==> config.mk <==
export PLATFORM = sky130hd
export DESIGN_NAME = wbm_arbiter_flat
export DESIGN_NICKNAME = d
export VERILOG_FILES = /design/src/rtl/wbm_arbiter_pkg.sv /design/src/rtl/wbm_arbiter_if.sv /design/src/rtl/wbm_arbiter_rr.sv /design/src/rtl/wbm_arbiter.sv /design/src/flat_wrapper.sv
export SDC_FILE = /design/constraint.sdc
export NUM_CORES = 1
export LEC_CHECK = 0
export BUFFER_PORTS_ARGS = -buffer_cell sky130_fd_sc_hd__buf_2
export CORE_AREA = 2 2 178 180
export DETAILED_ROUTE_END_ITERATION = 8
export DIE_AREA = 0 0 180 182
export PLACE_DENSITY_LB_ADDON = 0.12
export SYNTH_ARGS = -nofsm -noshare
export SYNTH_HDL_FRONTEND = slang
export SYNTH_HIERARCHICAL = 1
export SYNTH_SLANG_ARGS = --single-unit
==> constraint.sdc <==
create_clock -name sys_clock_i -period 2.5 [get_ports sys_clock_i]
set_input_delay 0.625 -clock sys_clock_i [delete_from_list [all_inputs] [get_ports sys_clock_i]]
set_output_delay 0.625 -clock sys_clock_i [all_outputs]
set_load 0.01 [all_outputs]
==> src/rtl/wbm_arbiter_pkg.sv <==
// wbm_arbiter_pkg: shared widths and FSM state codes for the two-master Wishbone arbiter
package wbm_arbiter_pkg;

    localparam int WB_ADDR_WIDTH = 32;
    localparam int WB_DATA_WIDTH = 64;

    typedef enum logic [1:0] {
        WBARB_IDLE = 2'd0,
        WBARB_BUSY = 2'd1,
        WBARB_ERR  = 2'd2
    } wbarb_state_t;

endpackage

==> src/rtl/wbm_arbiter_if.sv <==
// wbm_arbiter_if: both requesting masters, the shared wbm_* bus and the grant vector
// slave modport is the arbiter's view; master modport is the masters-plus-slave environment
interface wbm_arbiter_if
    import wbm_arbiter_pkg::*;
#(
    parameter int ADDR_W = WB_ADDR_WIDTH,
    parameter int DATA_W = WB_DATA_WIDTH
);
    logic                  m0_cycle_i, m0_strobe_i, m0_we_i;
    logic [ADDR_W-1:0]     m0_addr_i;
    logic [DATA_W-1:0]     m0_data_i;
    logic [DATA_W/8-1:0]   m0_sel_i;
    logic                  m0_ack_o, m0_err_o;
    logic                  m1_cycle_i, m1_strobe_i, m1_we_i;
    logic [ADDR_W-1:0]     m1_addr_i;
    logic [DATA_W-1:0]     m1_data_i;
    logic [DATA_W/8-1:0]   m1_sel_i;
    logic                  m1_ack_o, m1_err_o;
    logic [DATA_W-1:0]     m_data_o;
    logic                  wbm_cycle_o, wbm_strobe_o, wbm_we_o;
    logic [ADDR_W-1:0]     wbm_addr_o;
    logic [DATA_W-1:0]     wbm_data_o;
    logic [DATA_W/8-1:0]   wbm_sel_o;
    logic                  wbm_ack_i;
    logic [DATA_W-1:0]     wbm_data_i;
    logic [1:0]            grant_o;

    modport slave (
        input  m0_cycle_i, m0_strobe_i, m0_we_i, m0_addr_i, m0_data_i, m0_sel_i,
        input  m1_cycle_i, m1_strobe_i, m1_we_i, m1_addr_i, m1_data_i, m1_sel_i,
        input  wbm_ack_i, wbm_data_i,
        output m0_ack_o, m0_err_o, m1_ack_o, m1_err_o, m_data_o,
        output wbm_cycle_o, wbm_strobe_o, wbm_we_o, wbm_addr_o, wbm_data_o, wbm_sel_o,
        output grant_o
    );

    modport master (
        output m0_cycle_i, m0_strobe_i, m0_we_i, m0_addr_i, m0_data_i, m0_sel_i,
        output m1_cycle_i, m1_strobe_i, m1_we_i, m1_addr_i, m1_data_i, m1_sel_i,
        output wbm_ack_i, wbm_data_i,
        input  m0_ack_o, m0_err_o, m1_ack_o, m1_err_o, m_data_o,
        input  wbm_cycle_o, wbm_strobe_o, wbm_we_o, wbm_addr_o, wbm_data_o, wbm_sel_o,
        input  grant_o
    );

endinterface

==> src/rtl/wbm_arbiter_rr.sv <==
// wbm_arbiter_rr: 2-way round-robin picker, one-hot {m1,m0} grant from requests and last grantee
module wbm_arbiter_rr (
    input  logic [1:0] i_req,
    input  logic       i_last,
    output logic [1:0] o_grant
);

    // a tie goes to whichever master was not served last (i_last=1 means m1)
    always_comb o_grant = &i_req ? (i_last ? 2'b01 : 2'b10) : i_req;

endmodule

==> src/rtl/wbm_arbiter.sv <==
// wbm_arbiter: round-robin, cycle-locked arbiter for two Wishbone masters with a hung-transfer watchdog
module wbm_arbiter
    import wbm_arbiter_pkg::*;
#(
    parameter int TIMEOUT_CYC = 1024,
    parameter int CNT_W       = 11
) (
    input  logic         sys_clock_i,
    input  logic         sys_reset_l_i,
    wbm_arbiter_if.slave bus
);

    localparam logic [CNT_W-1:0] LIM = CNT_W'(TIMEOUT_CYC == 0 ? 0 : TIMEOUT_CYC - 1);

    wbarb_state_t     r_state;
    logic [1:0]       r_grant;
    logic             r_last;
    logic [CNT_W-1:0] r_cnt;
    logic [1:0]       w_pick;
    logic             w_gcyc, w_en, w_stb, w_tmo;

    wbm_arbiter_rr u_rr (
        .i_req   ({bus.m1_cycle_i, bus.m0_cycle_i}),
        .i_last  (r_last),
        .o_grant (w_pick)
    );

    // bus is live only in BUSY while the grantee still holds cycle; timeout fires on the last unacked strobe cycle
    always_comb begin
        w_gcyc = r_grant[1] ? bus.m1_cycle_i : bus.m0_cycle_i;
        w_en   = (r_state == WBARB_BUSY) && w_gcyc;
        w_stb  = w_en && (r_grant[1] ? bus.m1_strobe_i : bus.m0_strobe_i);
        w_tmo  = (TIMEOUT_CYC != 0) && w_stb && !bus.wbm_ack_i && (r_cnt == LIM);
    end

    assign bus.wbm_cycle_o  = w_en;
    assign bus.wbm_strobe_o = w_stb;
    assign bus.wbm_we_o     = w_en && (r_grant[1] ? bus.m1_we_i : bus.m0_we_i);
    assign bus.wbm_addr_o   = w_en ? (r_grant[1] ? bus.m1_addr_i : bus.m0_addr_i) : '0;
    assign bus.wbm_data_o   = w_en ? (r_grant[1] ? bus.m1_data_i : bus.m0_data_i) : '0;
    assign bus.wbm_sel_o    = w_en ? (r_grant[1] ? bus.m1_sel_i : bus.m0_sel_i) : '0;
    assign bus.m0_ack_o     = w_en && r_grant[0] && bus.wbm_ack_i;
    assign bus.m1_ack_o     = w_en && r_grant[1] && bus.wbm_ack_i;
    assign bus.m0_err_o     = (r_state == WBARB_ERR) && r_grant[0];
    assign bus.m1_err_o     = (r_state == WBARB_ERR) && r_grant[1];
    assign bus.m_data_o     = bus.wbm_data_i;
    assign bus.grant_o      = r_grant;

    // arbitration FSM: grant in IDLE, lock while grantee holds cycle, one-cycle ERR on watchdog expiry
    always_ff @(posedge sys_clock_i or negedge sys_reset_l_i) begin
        if (!sys_reset_l_i) begin
            r_state <= WBARB_IDLE;
            r_grant <= 2'b00;
            r_last  <= 1'b1;
            r_cnt   <= '0;
        end else begin
            case (r_state)
                WBARB_IDLE: begin
                    if (|w_pick) begin
                        r_state <= WBARB_BUSY;
                        r_grant <= w_pick;
                    end
                end
                WBARB_BUSY: begin
                    if (!w_gcyc) begin
                        r_state <= WBARB_IDLE;
                        r_grant <= 2'b00;
                        r_last  <= r_grant[1];
                    end else if (w_tmo) begin
                        r_state <= WBARB_ERR;
                    end
                    r_cnt <= (TIMEOUT_CYC == 0 || !w_stb || bus.wbm_ack_i || w_tmo) ? '0 :
                             (&r_cnt ? r_cnt : r_cnt + CNT_W'(1));
                end
                default: begin
                    r_state <= WBARB_IDLE;
                    r_grant <= 2'b00;
                    r_last  <= r_grant[1];
                    r_cnt   <= '0;
                end
            endcase
        end
    end

endmodule

==> src/flat_wrapper.sv <==
// flat-port wrapper written by rule: the top's interface ports become plain ports
module wbm_arbiter_flat import wbm_arbiter_pkg::*;
#(
    parameter int TIMEOUT_CYC = 1024,
    parameter int CNT_W       = 11
)
  (sys_clock_i, sys_reset_l_i, bus_m0_cycle_i, bus_m0_strobe_i, bus_m0_we_i, bus_m0_addr_i, bus_m0_data_i, bus_m0_sel_i, bus_m1_cycle_i, bus_m1_strobe_i, bus_m1_we_i, bus_m1_addr_i, bus_m1_data_i, bus_m1_sel_i, bus_wbm_ack_i, bus_wbm_data_i, bus_m0_ack_o, bus_m0_err_o, bus_m1_ack_o, bus_m1_err_o, bus_m_data_o, bus_wbm_cycle_o, bus_wbm_strobe_o, bus_wbm_we_o, bus_wbm_addr_o, bus_wbm_data_o, bus_wbm_sel_o, bus_grant_o);
  wbm_arbiter_if bus_i ();
  input  logic sys_clock_i;
  input  logic sys_reset_l_i;
  input wire logic [$bits(bus_i.m0_cycle_i)-1:0] bus_m0_cycle_i;
  input wire logic [$bits(bus_i.m0_strobe_i)-1:0] bus_m0_strobe_i;
  input wire logic [$bits(bus_i.m0_we_i)-1:0] bus_m0_we_i;
  input wire logic [$bits(bus_i.m0_addr_i)-1:0] bus_m0_addr_i;
  input wire logic [$bits(bus_i.m0_data_i)-1:0] bus_m0_data_i;
  input wire logic [$bits(bus_i.m0_sel_i)-1:0] bus_m0_sel_i;
  input wire logic [$bits(bus_i.m1_cycle_i)-1:0] bus_m1_cycle_i;
  input wire logic [$bits(bus_i.m1_strobe_i)-1:0] bus_m1_strobe_i;
  input wire logic [$bits(bus_i.m1_we_i)-1:0] bus_m1_we_i;
  input wire logic [$bits(bus_i.m1_addr_i)-1:0] bus_m1_addr_i;
  input wire logic [$bits(bus_i.m1_data_i)-1:0] bus_m1_data_i;
  input wire logic [$bits(bus_i.m1_sel_i)-1:0] bus_m1_sel_i;
  input wire logic [$bits(bus_i.wbm_ack_i)-1:0] bus_wbm_ack_i;
  input wire logic [$bits(bus_i.wbm_data_i)-1:0] bus_wbm_data_i;
  output wire logic [$bits(bus_i.m0_ack_o)-1:0] bus_m0_ack_o;
  output wire logic [$bits(bus_i.m0_err_o)-1:0] bus_m0_err_o;
  output wire logic [$bits(bus_i.m1_ack_o)-1:0] bus_m1_ack_o;
  output wire logic [$bits(bus_i.m1_err_o)-1:0] bus_m1_err_o;
  output wire logic [$bits(bus_i.m_data_o)-1:0] bus_m_data_o;
  output wire logic [$bits(bus_i.wbm_cycle_o)-1:0] bus_wbm_cycle_o;
  output wire logic [$bits(bus_i.wbm_strobe_o)-1:0] bus_wbm_strobe_o;
  output wire logic [$bits(bus_i.wbm_we_o)-1:0] bus_wbm_we_o;
  output wire logic [$bits(bus_i.wbm_addr_o)-1:0] bus_wbm_addr_o;
  output wire logic [$bits(bus_i.wbm_data_o)-1:0] bus_wbm_data_o;
  output wire logic [$bits(bus_i.wbm_sel_o)-1:0] bus_wbm_sel_o;
  output wire logic [$bits(bus_i.grant_o)-1:0] bus_grant_o;
  assign bus_i.m0_cycle_i = bus_m0_cycle_i;
  assign bus_i.m0_strobe_i = bus_m0_strobe_i;
  assign bus_i.m0_we_i = bus_m0_we_i;
  assign bus_i.m0_addr_i = bus_m0_addr_i;
  assign bus_i.m0_data_i = bus_m0_data_i;
  assign bus_i.m0_sel_i = bus_m0_sel_i;
  assign bus_i.m1_cycle_i = bus_m1_cycle_i;
  assign bus_i.m1_strobe_i = bus_m1_strobe_i;
  assign bus_i.m1_we_i = bus_m1_we_i;
  assign bus_i.m1_addr_i = bus_m1_addr_i;
  assign bus_i.m1_data_i = bus_m1_data_i;
  assign bus_i.m1_sel_i = bus_m1_sel_i;
  assign bus_i.wbm_ack_i = bus_wbm_ack_i;
  assign bus_i.wbm_data_i = bus_wbm_data_i;
  assign bus_m0_ack_o = bus_i.m0_ack_o;
  assign bus_m0_err_o = bus_i.m0_err_o;
  assign bus_m1_ack_o = bus_i.m1_ack_o;
  assign bus_m1_err_o = bus_i.m1_err_o;
  assign bus_m_data_o = bus_i.m_data_o;
  assign bus_wbm_cycle_o = bus_i.wbm_cycle_o;
  assign bus_wbm_strobe_o = bus_i.wbm_strobe_o;
  assign bus_wbm_we_o = bus_i.wbm_we_o;
  assign bus_wbm_addr_o = bus_i.wbm_addr_o;
  assign bus_wbm_data_o = bus_i.wbm_data_o;
  assign bus_wbm_sel_o = bus_i.wbm_sel_o;
  assign bus_grant_o = bus_i.grant_o;
  wbm_arbiter #(.TIMEOUT_CYC(TIMEOUT_CYC), .CNT_W(CNT_W)) u_core (.sys_clock_i(sys_clock_i), .sys_reset_l_i(sys_reset_l_i), .bus(bus_i));
endmodule
==> results by group, run 1 <==
Floorplan
  – Initial core utilization: 9.57%
  – Die area: 32,800 µm²
  – Core footprint: 31,000 µm²
  – Overall die width: 180 µm
  – Cell Rows: 65
  – I/O pin total: 458
  – Die Y: 182 µm

Critical path
  – Crit path launch type: flip-flop
  – Max incr delay on CP: 0.50 ns
  – Critical Path End Type: output pin
  – Crit Path Max Fanout: 6
  – Crit-path cells: mux2i_1 -> or2_4 -> buf_12 -> buf_4 -> nor2_1 -> buf_2
  – CP max stage cell: dfrtp_4
  – WP data required: 1.88 ns
  – Crit Path Class: flip-flop to output pin
  – Critical Path AT: 1.81 ns

STA
  – Post-route minimum period: 2.43 ns
  – Clock Skew: 0.00206 ns
  – Post-route clock period utilization: 97.4%
  – Slew HR: 72.8%
  – Hold Vio Cnt, Final: 0
  – Setup total negative slack: 0 ns
  – Final Setup Violations: 0
  – RSZ-0062 raised after global routing: no
  – Fmax: 0.411 GHz
  – Worst Max-Slew Pin Slew: 0.404 ns
  – Hold WS: 0.297 ns
  – Max-slew violation count: 0

GRT
  – Pin count of the biggest net entering global routing: 48
  – Initial antenna violation count: 0
  – Grt ovf: 0
  – First-pass GRT wire length: 24,500 µm
  – Vias in the first global route: 3,823
  – Total track usage: 9.61%

Synth
  – Predominant post-synthesis flop cell: dfrtp_1
  – Number of synthesized flops with an enable pin: 0
  – Synthesized cell area: 2970 µm²
  – Register area share after synthesis: 13.5%
  – Syn_nets: 685
  – Synthesized area per cell: 7.36 µm²
  – YS warnings: 6
  – Synth area leaders: mux2i_1 36%, buf_4 16%, nor2_1 14%, dfrtp_1 13%, clkbuf_1 2.7%
  – Post-synth top area share: 36.1%
  – Async set-reset flop share out of synthesis: 100%
  – Unique masters post-synth: 38
  – Gate Count Post-Synth: 403
  – Synth Register Bits: 16
  – Area leader, netlist: mux2i_1

Power and ir drop
  – Leak: 2.70 nW
  – Design Power: 3.83 mW
  – Power density over the cells: 786 nW/µm²
  – Peak supply drop: 246 µV

Drt
  – Routed WL: 17,200 µm
  – Vias per cell: 3.44
  – Via count: 3,679
  – DR WL/cell: 16.1 µm
  – DRT antenna net count: 0
  – DRT Pass-1 Iters: 4
  – Drt initial violations: 132
  – DRC: 0

Clock network
  – CTS buffer count: 3
  – H-Tree Depth: 1
  – CTS tree: built
  – Hold-fix buffers, CTS: 0
  – Clk root buf: clkbuf_16
  – Clk slew on worst S/H paths: 0.05 ns
  – Clock Sinks: 16
  – CTS max path bufs: 2
  – Worst-Skew Late Latency: 0.25 ns

Placement
  – Dpl hpwl: 15,000 µm
  – Routability Congestion: 0.740
  – Placed Area: 4730 µm²
  – Port-buffer cells: 329

Finish
  – Most common cell after layout, fill and taps aside: buf_2
  – Layout cell share with drive strength beyond 1: 55.1%
  – Fillers: 3,590
  – Area delta synth->final: 64.3%
  – Nets: 949
  – Design area: 4870 µm²
  – Most frequent cells in the layout: 329 x buf_2, 108 x nor2_1, 106 x mux2i_1

Status
  – Status: completed

Worst hold path
  – Hold crit path type: primary input to async pin

Flow run
  – MaxCap Viol Count: 0
## registers in the layout, indices dropped and copies added (netlist names)
signal	count
u_core/r_cnt	11
u_core/bus.grant_o	2
u_core/r_last	1
u_core/r_state	2
## power breakdown
| group | internal, mW | leakage (nW) | total [mW] | switching (mW) |
|---|---|---|---|---|
| Sequential | 0.308 | 0.213 | 0.363 | 0.0548 |
| Clock | 0.244 | 0.0442 | 0.358 | 0.114 |
| Combinational | 1.37 | 2.44 | 3.11 | 1.74 |
| Total | 1.92 | 2.70 | 3.83 | 1.91 |
## area by class of cell
type | instances | area, µm² | area share (%)
antenna | 1 | 2.50 | 0.0513
clock buffer | 4 | 88.8 | 1.82
inverter | 3 | 11.3 | 0.231
multi-input combinational | 290 | 1970 | 40.4
sequential | 16 | 405 | 8.32
tap | 402 | 503 | 10.3
timing repair buffer | 353 | 1890 | 38.8
## worst paths after layout
| kind | cells after the start | start | endpoint | slack, ns |
|---|---|---|---|---|
| setup / recovery | 6 | u_core/bus.grant_o[1]$_DFFE_PN0P_ | bus_wbm_strobe_o | 0.07 |
| hold / removal | 1 | sys_reset_l_i | u_core/r_cnt[8]$_DFFE_PN0P_ | 0.30 |
| setup reg to reg | 5 | u_core/bus.grant_o[1]$_DFFE_PN0P_ | u_core/r_cnt[1]$_DFFE_PN0P_ | 0.56 |
| hold reg to reg | 2 | u_core/r_last$_DFFE_PN1P_ | u_core/r_last$_DFFE_PN1P_ | 0.50 |
| max in group asynchronous | 1 | sys_reset_l_i | u_core/r_last$_DFFE_PN1P_ | 1.89 |
| min in group sys_clock_i | 2 | u_core/r_last$_DFFE_PN1P_ | u_core/r_last$_DFFE_PN1P_ | 0.50 |
## critical path: cells and delay by family, from the launching register on
| kind | cells | cell delay (ns) |
|---|---|---|
| flops | 1 | 0.50 |
| mux | 1 | 0.15 |
| buf+inv | 3 | 0.46 |
| simple gates | 2 | 0.45 |
## per-stage QoR
| stage | util, % | setup WS [ns] | std cells |
|---|---|---|---|
| 6_report | 15.7 | 0.0653 | 1069 |
| 3_3_place_gp | 15.3 | 0.128 | 1061 |
| 5_1_grt | 15.7 | 0.00588 | 1068 |
| 3_5_place_dp | 15.3 | 0.0769 | 1061 |
| 2_1_floorplan | - | 0.290 | 403 |
| 4_1_cts | 15.6 | 0.000713 | 1065 |
## metal layers
metal	share of wire [%]	wire [µm]	global-route usage, %	vias up
li1	-	-	-	1846
met1	39	6730	11.1	1636
met2	52	8990	18.0	191
met3	8.2	1410	2.99	6
met4	0.51	87	0.650	0
met5	0	0	0	-
## cells by family after synthesis
kind of cell / after synthesis / share of synthesized area, %
compound gates: 36 / 8.10
simple gates: 145 / 20.8
fa+ha+maj: 1 / 0.422
mux: 108 / 36.5
buf+inv: 97 / 20.7
flops: 16 / 13.5
## cell usage after synthesis, drive strengths merged, types with 4 or more instances
cell,number
o21ai,12
dfrtp,15
a31oi,4
buf,73
mux2i,107
and3,4
nor2,110
clkbuf,21
a21boi,5
nand3,5
nand2,8
## repair_timing
item	CTS	global route
buffers inserted	0	3
pin swaps	1	1
resized for setup	1	4
endpoints found under the setup margin	2	53
(Power assumes the default switching activity.)
==> inputs of run 2 (changes only) <==
--- a/config.mk
+++ b/config.mk
@@ -6,10 +6,11 @@
 export NUM_CORES = 1
 export LEC_CHECK = 0
 export BUFFER_PORTS_ARGS = -buffer_cell sky130_fd_sc_hd__buf_2
-export CORE_AREA = 2 2 178 180
+export CORE_AREA = 10 10 171 173
 export DETAILED_ROUTE_END_ITERATION = 8
-export DIE_AREA = 0 0 180 182
+export DIE_AREA = 0 0 181 183
 export PLACE_DENSITY_LB_ADDON = 0.12
+export SLEW_MARGIN = 20
 export SYNTH_ARGS = -nofsm -noshare
 export SYNTH_HDL_FRONTEND = slang
 export SYNTH_HIERARCHICAL = 1
==> results by group, run 2 (synthesis results as in run 1) <==
Critical path
  – Worst R2R Setup Slack: 0.55 ns
  – Max incr delay on CP: 0.50 ns
  – Buf/Inv on CP: 2
  – Critical Path End Type: output pin
  – Family with the most delay on the worst path: flip-flops
  – Crit Path Class: flip-flop to output pin
  – Crit-path cells: mux2i_1 -> or2_4 -> buf_4 -> nor2_1 -> buf_2
  – Worst r2r src: u_core/bus.grant_o[1]$_DFFE_PN0P_
  – Reg2Reg Capture Point: u_core/r_cnt[1]$_DFFE_PN0P_
  – Crit path launch type: flip-flop
  – Critical Path AT: 1.74 ns
  – Crit Path Max Fanout: 16
  – Reg2Reg Depth: 5
  – CP max stage cell: dfrtp_4
  – WP data required: 1.88 ns

Finish
  – Fin util: 18.2%
  – Nets: 942
  – Area delta synth->final: 58.5%
  – Final Non-Filler Cells: 995
  – Max reg flops: 11
  – Most common cell after layout, fill and taps aside: buf_2
  – Most flops, register: u_core/r_cnt
  – Most frequent cells in the layout: 329 x buf_2, 110 x nor2_1, 107 x mux2i_1
  – Layout cell share with drive strength beyond 1: 54.0%

Power and ir drop
  – Share of power burned in registers: 9.7%
  – Design Power: 3.62 mW
  – Switching share of power: 49.5%
  – Internal power: 1.83 mW
  – Peak supply drop: 264 µV
  – Clock network power share: 9.5%
  – Combinational power share: 80.7%
  – Switch Pwr: 1.79 mW
  – Leak: 2.66 nW
  – Power density over the cells: 771 nW/µm²

STA
  – Slew HR: 50.5%
  – Fmax: 0.423 GHz
  – Final Setup Violations: 0
  – RSZ-0062 raised after global routing: no
  – Max-slew violation count: 0
  – Post-route minimum period: 2.36 ns
  – Hold Vio Cnt, Final: 0
  – Clock Skew: 0.00249 ns
  – Worst Max-Slew Pin Slew: 0.740 ns
  – Post-route clock period utilization: 94.5%
  – Setup total negative slack: 0 ns

Clock network
  – Clock Sinks: 16
  – Worst-Skew Late Latency: 0.24 ns
  – Post-CTS setup buffers: 0
  – CTS max path bufs: 2
  – CTS tree: built
  – Clk root buf: clkbuf_16
  – H-Tree Depth: 1
  – Clk slew on worst S/H paths: 0.05 ns
  – CTS buffer count: 3

Drt
  – Drt initial violations: 110
  – DR WL/cell: 19.1 µm
  – Vias per cell: 3.63
  – Via count: 3,612
  – DRT Pass-1 Iters: 4
  – DRC: 0
  – DRT antenna net count: 0
  – Routed WL: 19,000 µm

Floorplan
  – Die area: 33,100 µm²
  – Core footprint: 25,800 µm²
  – I/O pin total: 458
  – Die Y: 183 µm
  – Initial core utilization: 11.5%
  – Overall die width: 181 µm
  – Cell Rows: 59

Placement
  – Dpl hpwl: 17,200 µm
  – Placed cells: 990
  – Port-buffer cells: 329
  – Routability Congestion: 0.739

GRT
  – Vias in the first global route: 4,147
  – First-pass GRT wire length: 27,200 µm
  – Grt ovf: 0
  – Total track usage: 10.4%
  – Initial antenna violation count: 3
  – Pin count of the biggest net entering global routing: 43

Status
  – Status: completed

Worst hold path
  – Hold crit path type: primary input to async pin

Flow run
  – MaxCap Viol Count: 0
## run 2: worst max-delay path by stage
stage                                            from            endpoint  slack, ns  cells past startpoint
global placement                       bus_m1_cycle_i  bus_wbm_data_o[30]       0.20                      6
CTS                 u_core/bus.grant_o[1]$_DFFE_PN0P_  bus_wbm_data_o[22]       0.02                      5
global route        u_core/bus.grant_o[1]$_DFFE_PN0P_  bus_wbm_data_o[15]       0.01                      5
finish              u_core/bus.grant_o[1]$_DFFE_PN0P_  bus_wbm_data_o[30]       0.14                      5
detailed placement                     bus_m1_cycle_i  bus_wbm_data_o[30]       0.18                      6
floorplan                              bus_m1_cycle_i  bus_wbm_addr_o[10]       0.29                      5
## run 2: final cells by class
| cell class | instances | area, µm² |
|---|---|---|
| Fill cell | 2991 | 21100 |
| Multi-Input combinational cell | 290 | 1950 |
| Timing Repair Buffer | 346 | 1820 |
| Tap cell | 335 | 419 |
| Sequential cell | 16 | 405 |
| Clock buffer | 4 | 88.8 |
| Inverter | 3 | 11.3 |
| Antenna cell | 1 | 2.50 |
## run 2: power groups by stage
stage | Combinational [mW] | Clock (mW) | Sequential [mW]
detailed placement | 2.99 | 0 | 0.359
floorplan | 1.86 | 0 | 0.339
CTS | 3.00 | 0.356 | 0.356
global placement | 3.03 | 0 | 0.362
global route | 3.19 | 0.375 | 0.361
finish | 2.92 | 0.344 | 0.353
## run 2: stage by stage
step | hold WS, ns | cell area (µm²) | worst slack (ns)
after detailed placement | 0.483 | 4600 | 0.181
after global routing | 0.339 | 4700 | 0.0137
after global placement | 0.492 | 4600 | 0.201
after CTS | 0.313 | 4690 | 0.0236
after floorplan | 0.329 | 2970 | 0.290
final | 0.301 | 4700 | 0.137
## run 2: per-layer routing
layer,wire length [µm],vias up,track usage [%]
li1,-,1826,-
met4,79,4,0.748
met2,11100,174,21.6
met5,34,-,0
met3,1650,20,3.96
met1,6130,1588,9.67
## run 2: timing repair
| action | in CTS | in global routing |
|---|---|---|
| resized for setup | 0 | 2 |
| setup endpoints to repair | 0 | 15 |
| hold buffers | 0 | 0 |
